### src/rtl/write_back_stage_if.sv
// Write-back stage bus: pipeline-side control/data in, register-file side out.
// Optional macro WB_RETIRE_COUNT_EN adds the retired_count output.
interface write_back_stage_if #(
    parameter int B = 32,
    parameter int D = 5
);
    logic         stall;
    logic         flush;
    logic         valid_in;
    logic [B-1:0] mem_data;
    logic [B-1:0] ALU_data;
    logic [B-1:0] pc_link;
    logic [1:0]   WbSel;
    logic [1:0]   LoadSize;
    logic         LoadSigned;
    logic [1:0]   byte_off;
    logic         RegWrite;
    logic [D-1:0] write_reg;
    logic [B-1:0] data_out;
    logic [D-1:0] write_reg_out;
    logic         reg_write_out;
    logic         valid_out;
`ifdef WB_RETIRE_COUNT_EN
    logic [31:0]  retired_count;
`endif

    modport master (
        output stall, flush, valid_in, mem_data, ALU_data, pc_link, WbSel,
               LoadSize, LoadSigned, byte_off, RegWrite, write_reg,
        input  data_out, write_reg_out, reg_write_out, valid_out
`ifdef WB_RETIRE_COUNT_EN
        , input retired_count
`endif
    );

    modport slave (
        input  stall, flush, valid_in, mem_data, ALU_data, pc_link, WbSel,
               LoadSize, LoadSigned, byte_off, RegWrite, write_reg,
        output data_out, write_reg_out, reg_write_out, valid_out
`ifdef WB_RETIRE_COUNT_EN
        , output retired_count
`endif
    );
endinterface

### src/rtl/write_back_stage.sv
// Registered MIPS write-back stage: result select (ALU / load lane / link PC),
// sub-word load extraction with sign/zero extension, stall/flush control and
// $0 write suppression.
// Optional macro WB_RETIRE_COUNT_EN adds a 32-bit wrapping retired_count.
module write_back_stage #(
    parameter int B = 32,
    parameter int D = 5
) (
    input  logic           clk,
    input  logic           reset,
    write_back_stage_if.slave wb
);

    logic [7:0]   lane8;
    logic [15:0]  lane16;
    logic [B-1:0] load_val;
    logic [B-1:0] sel_val;
    logic         load_en;

    // Only a non-stalled, non-flushed edge moves new values into the stage.
    assign load_en = !wb.flush && !wb.stall;

    // Little-endian lane pick, extension, then result mux.
    always_comb begin
        case (wb.byte_off)
            2'd0:    lane8 = wb.mem_data[7:0];
            2'd1:    lane8 = wb.mem_data[15:8];
            2'd2:    lane8 = wb.mem_data[23:16];
            default: lane8 = wb.mem_data[31:24];
        endcase
        // Half loads ignore byte_off[0]; misalignment is not trapped here.
        lane16 = wb.byte_off[1] ? wb.mem_data[31:16] : wb.mem_data[15:0];

        case (wb.LoadSize)
            2'b01:   load_val = {{(B-16){wb.LoadSigned & lane16[15]}}, lane16};
            2'b10:   load_val = {{(B-8){wb.LoadSigned & lane8[7]}}, lane8};
            default: load_val = wb.mem_data;
        endcase

        case (wb.WbSel)
            2'b01:   sel_val = load_val;
            2'b10:   sel_val = wb.pc_link;
            default: sel_val = wb.ALU_data;
        endcase
    end

    // Output registers: reset > flush > stall > load.
    always_ff @(posedge clk or posedge reset) begin
        if (reset) begin
            wb.data_out      <= '0;
            wb.write_reg_out <= '0;
            wb.reg_write_out <= 1'b0;
            wb.valid_out     <= 1'b0;
        end else if (wb.flush) begin
            // Squash keeps the stale data/destination; only the qualifiers drop.
            wb.reg_write_out <= 1'b0;
            wb.valid_out     <= 1'b0;
        end else if (!wb.stall) begin
            wb.data_out      <= sel_val;
            wb.write_reg_out <= wb.write_reg;
            wb.reg_write_out <= wb.valid_in & wb.RegWrite & (wb.write_reg != '0);
            wb.valid_out     <= wb.valid_in;
        end
    end

`ifdef WB_RETIRE_COUNT_EN
    // Count instructions that actually retire through the stage.
    always_ff @(posedge clk or posedge reset) begin
        if (reset)
            wb.retired_count <= '0;
        else if (load_en && wb.valid_in)
            wb.retired_count <= wb.retired_count + 32'd1;
    end
`else
    logic unused_load_en;
    assign unused_load_en = load_en;
`endif

endmodule
### src/flat_wrapper.sv
// flat-port wrapper written by rule: the top's interface ports become plain ports
module write_back_stage_flat 
#(
    parameter int B = 32,
    parameter int D = 5
)
  (clk, reset, wb_stall, wb_flush, wb_valid_in, wb_mem_data, wb_ALU_data, wb_pc_link, wb_WbSel, wb_LoadSize, wb_LoadSigned, wb_byte_off, wb_RegWrite, wb_write_reg, wb_data_out, wb_write_reg_out, wb_reg_write_out, wb_valid_out);
  write_back_stage_if #(.B(B), .D(D)) wb_i ();
  input  logic clk;
  input  logic reset;
  input wire logic [$bits(wb_i.stall)-1:0] wb_stall;
  input wire logic [$bits(wb_i.flush)-1:0] wb_flush;
  input wire logic [$bits(wb_i.valid_in)-1:0] wb_valid_in;
  input wire logic [$bits(wb_i.mem_data)-1:0] wb_mem_data;
  input wire logic [$bits(wb_i.ALU_data)-1:0] wb_ALU_data;
  input wire logic [$bits(wb_i.pc_link)-1:0] wb_pc_link;
  input wire logic [$bits(wb_i.WbSel)-1:0] wb_WbSel;
  input wire logic [$bits(wb_i.LoadSize)-1:0] wb_LoadSize;
  input wire logic [$bits(wb_i.LoadSigned)-1:0] wb_LoadSigned;
  input wire logic [$bits(wb_i.byte_off)-1:0] wb_byte_off;
  input wire logic [$bits(wb_i.RegWrite)-1:0] wb_RegWrite;
  input wire logic [$bits(wb_i.write_reg)-1:0] wb_write_reg;
  output wire logic [$bits(wb_i.data_out)-1:0] wb_data_out;
  output wire logic [$bits(wb_i.write_reg_out)-1:0] wb_write_reg_out;
  output wire logic [$bits(wb_i.reg_write_out)-1:0] wb_reg_write_out;
  output wire logic [$bits(wb_i.valid_out)-1:0] wb_valid_out;
  assign wb_i.stall = wb_stall;
  assign wb_i.flush = wb_flush;
  assign wb_i.valid_in = wb_valid_in;
  assign wb_i.mem_data = wb_mem_data;
  assign wb_i.ALU_data = wb_ALU_data;
  assign wb_i.pc_link = wb_pc_link;
  assign wb_i.WbSel = wb_WbSel;
  assign wb_i.LoadSize = wb_LoadSize;
  assign wb_i.LoadSigned = wb_LoadSigned;
  assign wb_i.byte_off = wb_byte_off;
  assign wb_i.RegWrite = wb_RegWrite;
  assign wb_i.write_reg = wb_write_reg;
  assign wb_data_out = wb_i.data_out;
  assign wb_write_reg_out = wb_i.write_reg_out;
  assign wb_reg_write_out = wb_i.reg_write_out;
  assign wb_valid_out = wb_i.valid_out;
  write_back_stage #(.B(B), .D(D)) u_core (.clk(clk), .reset(reset), .wb(wb_i));
endmodule
### config.mk
export PLATFORM = sky130hd
export DESIGN_NAME = write_back_stage_flat
export DESIGN_NICKNAME = d
export VERILOG_FILES = /design/src/rtl/write_back_stage_if.sv /design/src/rtl/write_back_stage.sv /design/src/flat_wrapper.sv
export SDC_FILE = /design/constraint.sdc
export NUM_CORES = 1
export LEC_CHECK = 0
export ABC_AREA = 0
export CORE_ASPECT_RATIO = 0.9
export CORE_MARGIN = 1
export CORE_UTILIZATION = 40
export DETAILED_ROUTE_END_ITERATION = 10
export PLACE_DENSITY_LB_ADDON = 0.12
export SKIP_LAST_GASP = 1
export SLEW_MARGIN = 15
export SYNTH_ARGS = -nofsm -noshare
export SYNTH_HDL_FRONTEND = slang
export SYNTH_SLANG_ARGS = --single-unit
### constraint.sdc
create_clock -name clk -period 1.73 [get_ports clk]
set_clock_uncertainty 0.2 [all_clocks]
set_input_delay 0.2595 -clock clk [delete_from_list [all_inputs] [get_ports clk]]
set_output_delay 0.2595 -clock clk [all_outputs]
set_load 0.005 [all_outputs]
# ---- Yosys cells after proc, flatten, opt, wreduce, memory -nomap -nowiden
# Cells that the tools add are included.
dict set report word_totals {
  reg_bits 39
  output_inout_bits 39
}
dict set report classes {
  n_bitwise 6
  reduce_logical 3
  n_mux 8
  n_eq_ne 7
}
# operator count
set op_table {}
lappend op_table {{$pmux 32 s2} 2}
lappend op_table {{$pmux 8 s3} 1}
lappend op_table {{$mux 16} 1}
lappend op_table {{$eq 2x1->1 const B} 3}
lappend op_table {{$eq 2x2->1 const B} 3}
lappend op_table {{$reduce_bool 5->1} 1}
lappend op_table {{$and 1x1->1} 4}
lappend op_table {{$mux 1} 4}
lappend op_table {{$logic_not 2->1} 1}
lappend op_table {{$ne 2x1->1 const B} 1}
lappend op_table {{$not 1->1} 2}
lappend op_table {{$reduce_and 2->1} 1}

# ---- Depth between registers and ports, before layout
dict set report logic_depth {
  ltp_word 5
  ltp_mapped 8
  depth_no_buf 6
}

# ---- Worst setup path before layout
# Ideal clock, no wire load.
dict set report synth_timing {
  kind {input to register}
  start {input wb_WbSel[0]}
  end {register u_core.wb.data_out[0]}
  path_stages 8
  arrival_ns 1.572
  path_slack_ns -0.166
  cell_sequence {inv_1 > ha_1 > buf_2 > or3_1 > clkbuf_1 > a21oi_1 > o221ai_1 > a21boi_1}
}
dict set report synth_between {
  elab_chain_len 2
  word_cells_on_any_way 3
  classes_between {2 x eq/ne; 1 x mux}
}
# item line
set synth_rtl {}
lappend synth_rtl {{start, declared} flat_wrapper.sv:17} ;# input wire logic [$bits(wb_i.WbSel)-1:0] wb_WbSel;
lappend synth_rtl {{$eq 2x2->1 / $eq 2x1->1 (equally long branches)} write_back_stage.sv:40} ;# case (wb.WbSel)
lappend synth_rtl {{$pmux 32 s2 *} write_back_stage.sv:40}
lappend synth_rtl {{end signal, assigned} write_back_stage.sv:59} ;# wb.data_out <= sel_val;
lappend synth_rtl {{end, declared} write_back_stage_if.sv:39} ;# output data_out, write_reg_out, reg_write_out, valid_out
# Every way passes the cells marked *; elsewhere a longest branch is shown, timed or not.
# A chain may end at the register's enable or synchronous reset.

# ---- Worst setup path after layout
dict set report layout_timing {
  start {input wb_LoadSize[1]}
  end {register u_core.wb.data_out[14]}
}
dict set report layout_between {
  elab_chain_len 3
  word_cells_on_any_way 4
  classes_between {2 x eq/ne; 2 x mux}
}
# item line
set layout_rtl {}
lappend layout_rtl {{start, declared} flat_wrapper.sv:18} ;# input wire logic [$bits(wb_i.LoadSize)-1:0] wb_LoadSize;
lappend layout_rtl {{$eq 2x2->1 / $eq 2x1->1 (equally long branches)} write_back_stage.sv:34} ;# case (wb.LoadSize)
lappend layout_rtl {{$pmux 32 s2 *} write_back_stage.sv:34}
lappend layout_rtl {{$pmux 32 s2 *} write_back_stage.sv:40}
# Marked as above.

==> flow_metrics.py <==
metrics = {
    "run_status": {
        "status": "finished, final reports clean",
    },
    "power": {
        "p_seq_frac": 0.343,
        "p_sw_mw": 1.03,
        "swShare": 0.310,
        "ir_drop_mv": 0.423,
        "power_frac_clock": 0.238,
        "cellPowerDensity_mw_per_mm2": 639,
        "p_leak_nw": 2.02,
        "p_comb_frac": 0.419,
        "internal_power_mw": 2.28,
        "total_power_mw": 3.31,
    },
    "logic_synthesis": {
        "synth_edf_count": 0,
        "ys_seq_area_frac": 0.344,
        "synthCells": 311,
        "netlist-cell-type-count": 40,
        "synth_adder_area_share": 0.0177,
        "synthMuxAreaShare": 0.0666,
        "synth_ff_type": "dfrtp_1",
        "yosys.area.top_type": "dfrtp_1",
        "yosysWarnings": 0,
        "synth_top_family_by_area": "compound AO/OA/AOI/OAI gates",
        "yosys-top-cells-area": "dfrtp_1 34%, o21ai_0 7.6%, a221o_1 5.6%, o2111ai_1 4.9%, o211ai_2 4.4%",
        "synth-compound-area-share": 0.423,
        "synth-simple-area-share": 0.0856,
        "synth_nets": 429,
        "syn_avg_cell_area_um2": 9.12,
        "synth.cell_area_mm2": 0.00284,
        "post-synth-top-count-cell": "o21ai_0",
        "synthXorXnorAreaFrac": 0,
        "ys_async_sr_fraction": 1.00,
        "synth_common_cells": "43 x o21ai_0, 39 x dfrtp_1, 23 x nand2_1, 21 x clkbuf_1",
        "ys_ff_latch": 39,
        "synth.top_cell.area_share": 0.344,
    },
    "sta": {
        "final_hold_viol_count": 0,
        "finalSetupViolations": 0,
        "relSlewSlack": 0.548,
        "final.period_utilization": 0.977,
        "grt_setup_unrepaired": "true",
        "slew_violations": 0,
        "worst_pin_slew_ps": 674,
        "fmax_ghz": 0.592,
        "min_period_ps": 1690,
    },
    "routing": {
        "vias": 3629,
        "drt_first_pass_iters": 5,
        "drc": 0,
        "vias_per_cell": 6.12,
        "wirelength_mm": 12.3,
        "dr.first_iter.drc_count": 279,
        "postRouteAntennaNets": 0,
        "wl_per_cell_um": 20.7,
    },
    "setup_path": {
        "start_kind": "input port",
        "crit_type": "input port to flop",
        "crit_fanout": 4,
        "crit_arrival_ps": 1660,
        "crit_required_ps": 1700,
        "critical_path.endpoint_type": "flop",
    },
    "final_layout": {
        "n_antenna_cell": 0,
        "multi_input_area_mm2": 0.00186,
        "regArea_um2": 976,
        "drive_gt1_frac": 0.250,
        "nNetsFinal": 620,
        "syn2layout_area_growth_pct": 82.5,
        "fill_cells": 486,
        "design_area_mm2": 0.00517,
    },
    "clock_network": {
        "cts.htree.levels": 2,
        "cts_root_buffer": "clkbuf_8",
        "hold_buffers": 0,
        "cts_buffers": 5,
        "clk_pin_slew_ps": 90,
        "insertion_delay_ps": 290,
        "clk_path_buf_depth": 2,
        "clock_sinks": 39,
        "cts_tree": "yes",
    },
    "worst_hold_path": {
        "min_path_type": "input port to async pin",
    },
    "die": {
        "die_w_um": 90.7,
        "fp.dieH_um": 81.9,
        "core_area_mm2": 0.00673,
        "rows": 28,
        "io_pins": 153,
        "design.die.area_mm2": 0.00743,
        "initial_core_util": 0.422,
    },
    "global_routing": {
        "grt_pass1_wl_mm": 18.6,
        "grt_start_max_net_pins": 40,
        "track_usage": 0.323,
        "antenna_found_initial": 0,
        "grt_pass1_vias": 3689,
        "gr-total-overflow": 0,
    },
    "placement": {
        "gp_congestion": 0.892,
        "portBuffers": 152,
        "postPlaceCellArea_mm2": 0.00480,
        "dp_hpwl_mm": 8.52,
    },
    "job": {
        "cap_violations": 0,
    },
}
==> timing repair <==
| action | 4_1_cts | 5_1_grt |
|---|---|---|
| pin swaps | 9 | 12 |
| buffers inserted | 5 | 1 |
| gates cloned | 2 | 1 |
| gates resized for setup | 42 | 18 |
| endpoints found under the setup margin | 32 | 31 |
==> through the flow <==
stage / hold WS, ps / worst slack, ps / cells / utilization / TNS [ps]
3_3_place_gp: 261 / -807 / 576 / 0.714 / -23970
3_5_place_dp: 272 / -910 / 576 / 0.714 / -25910
4_1_cts: 124 / 6.49 / 591 / 0.759 / 0
2_1_floorplan: 123 / -15.9 / 311 / - / -15.9
5_1_grt: 136 / -11.6 / 593 / 0.769 / -20.4
6_report: 113 / 39.9 / 593 / 0.769 / 0
==> cells in the final DEF, fill, tap and decap left out, types with 7 or more instances in the layout <==
master / count
a21oi_2: 8
nand2_1: 22
a221o_1: 16
o221ai_1: 9
dlygate4sd2_1: 7
mux2i_1: 9
o22ai_1: 7
nor2_1: 8
mux2_2: 7
o2111ai_1: 15
o211ai_1: 14
clkdlybuf4s50_1: 139
buf_4: 57
a21oi_1: 7
dfrtp_1: 39
o211ai_2: 10
o21ai_0: 41
a221oi_1: 7
==> metal layers <==
layer  track usage  vias to the layer above  part of all wire
li1              -                     1622                 -
met1         0.402                     1721              0.40
met2         0.562                      249              0.47
met3        0.0574                       37             0.091
met4         0.126                        0             0.033
met5             0                        -                 0
==> power groups by stage <==
stage          clock network, mW  registers [mW]  logic [mW]
2_1_floorplan                  0            1.15       0.439
3_3_place_gp                   0            1.14        1.23
3_5_place_dp                   0            1.14        1.26
4_1_cts                    0.793            1.13        1.33
5_1_grt                    0.827            1.15        1.47
6_report                   0.786            1.13        1.39
==> layout make-up <==
type	instances	area share
timing repair buffer	216	0.400
inverter	7	0.00580
clock buffer	5	0.0133
clock inverter	3	0.00846
sequential	39	0.189
tap	90	0.0218
multi-input combinational	232	0.360
timing repair inverter	1	0.00145
==> worst paths after layout <==
| check | endpoint | slack (ps) | from | depth (start not counted) |
|---|---|---|---|---|
| worst max-delay path | u_core.wb.data_out[14] | 40 | wb_LoadSize[1] | 9 |
| worst min-delay path | u_core.wb.write_reg_out[1] | 110 | reset | 3 |
| worst max register to register | u_core.wb.data_out[23] | 650 | u_core.wb.data_out[23] | 2 |
| worst min register to register | u_core.wb.write_reg_out[0] | 290 | u_core.wb.write_reg_out[0] | 2 |
| max in group asynchronous | u_core.wb.data_out[27] | 1010 | reset | 3 |
| min in group clk | u_core.wb.reg_write_out | 260 | wb_stall | 3 |
==> flip-flops by register name (all words and copies together), names as in the netlist <==
name and flops:
u_core.wb.write_reg_out 5, u_core.wb.data_out 32, u_core.wb.reg_write_out 1, u_core.wb.valid_out 1
==> cells by family after synthesis <==
group	after synthesis
fa+ha+maj	4
flops	39
simple gates	51
buf+inv	41
mux	18
compound gates	158
==> critical path: stages <==
cell	delay (ps)
clkdlybuf4s15_1	230
ha_4	190
buf_4	130
nand2_2	70
o22ai_4	80
buf_12	150
buf_12	120
a221oi_2	320
o22ai_1	100
Note: power is estimated with default switching activity, not from simulation.
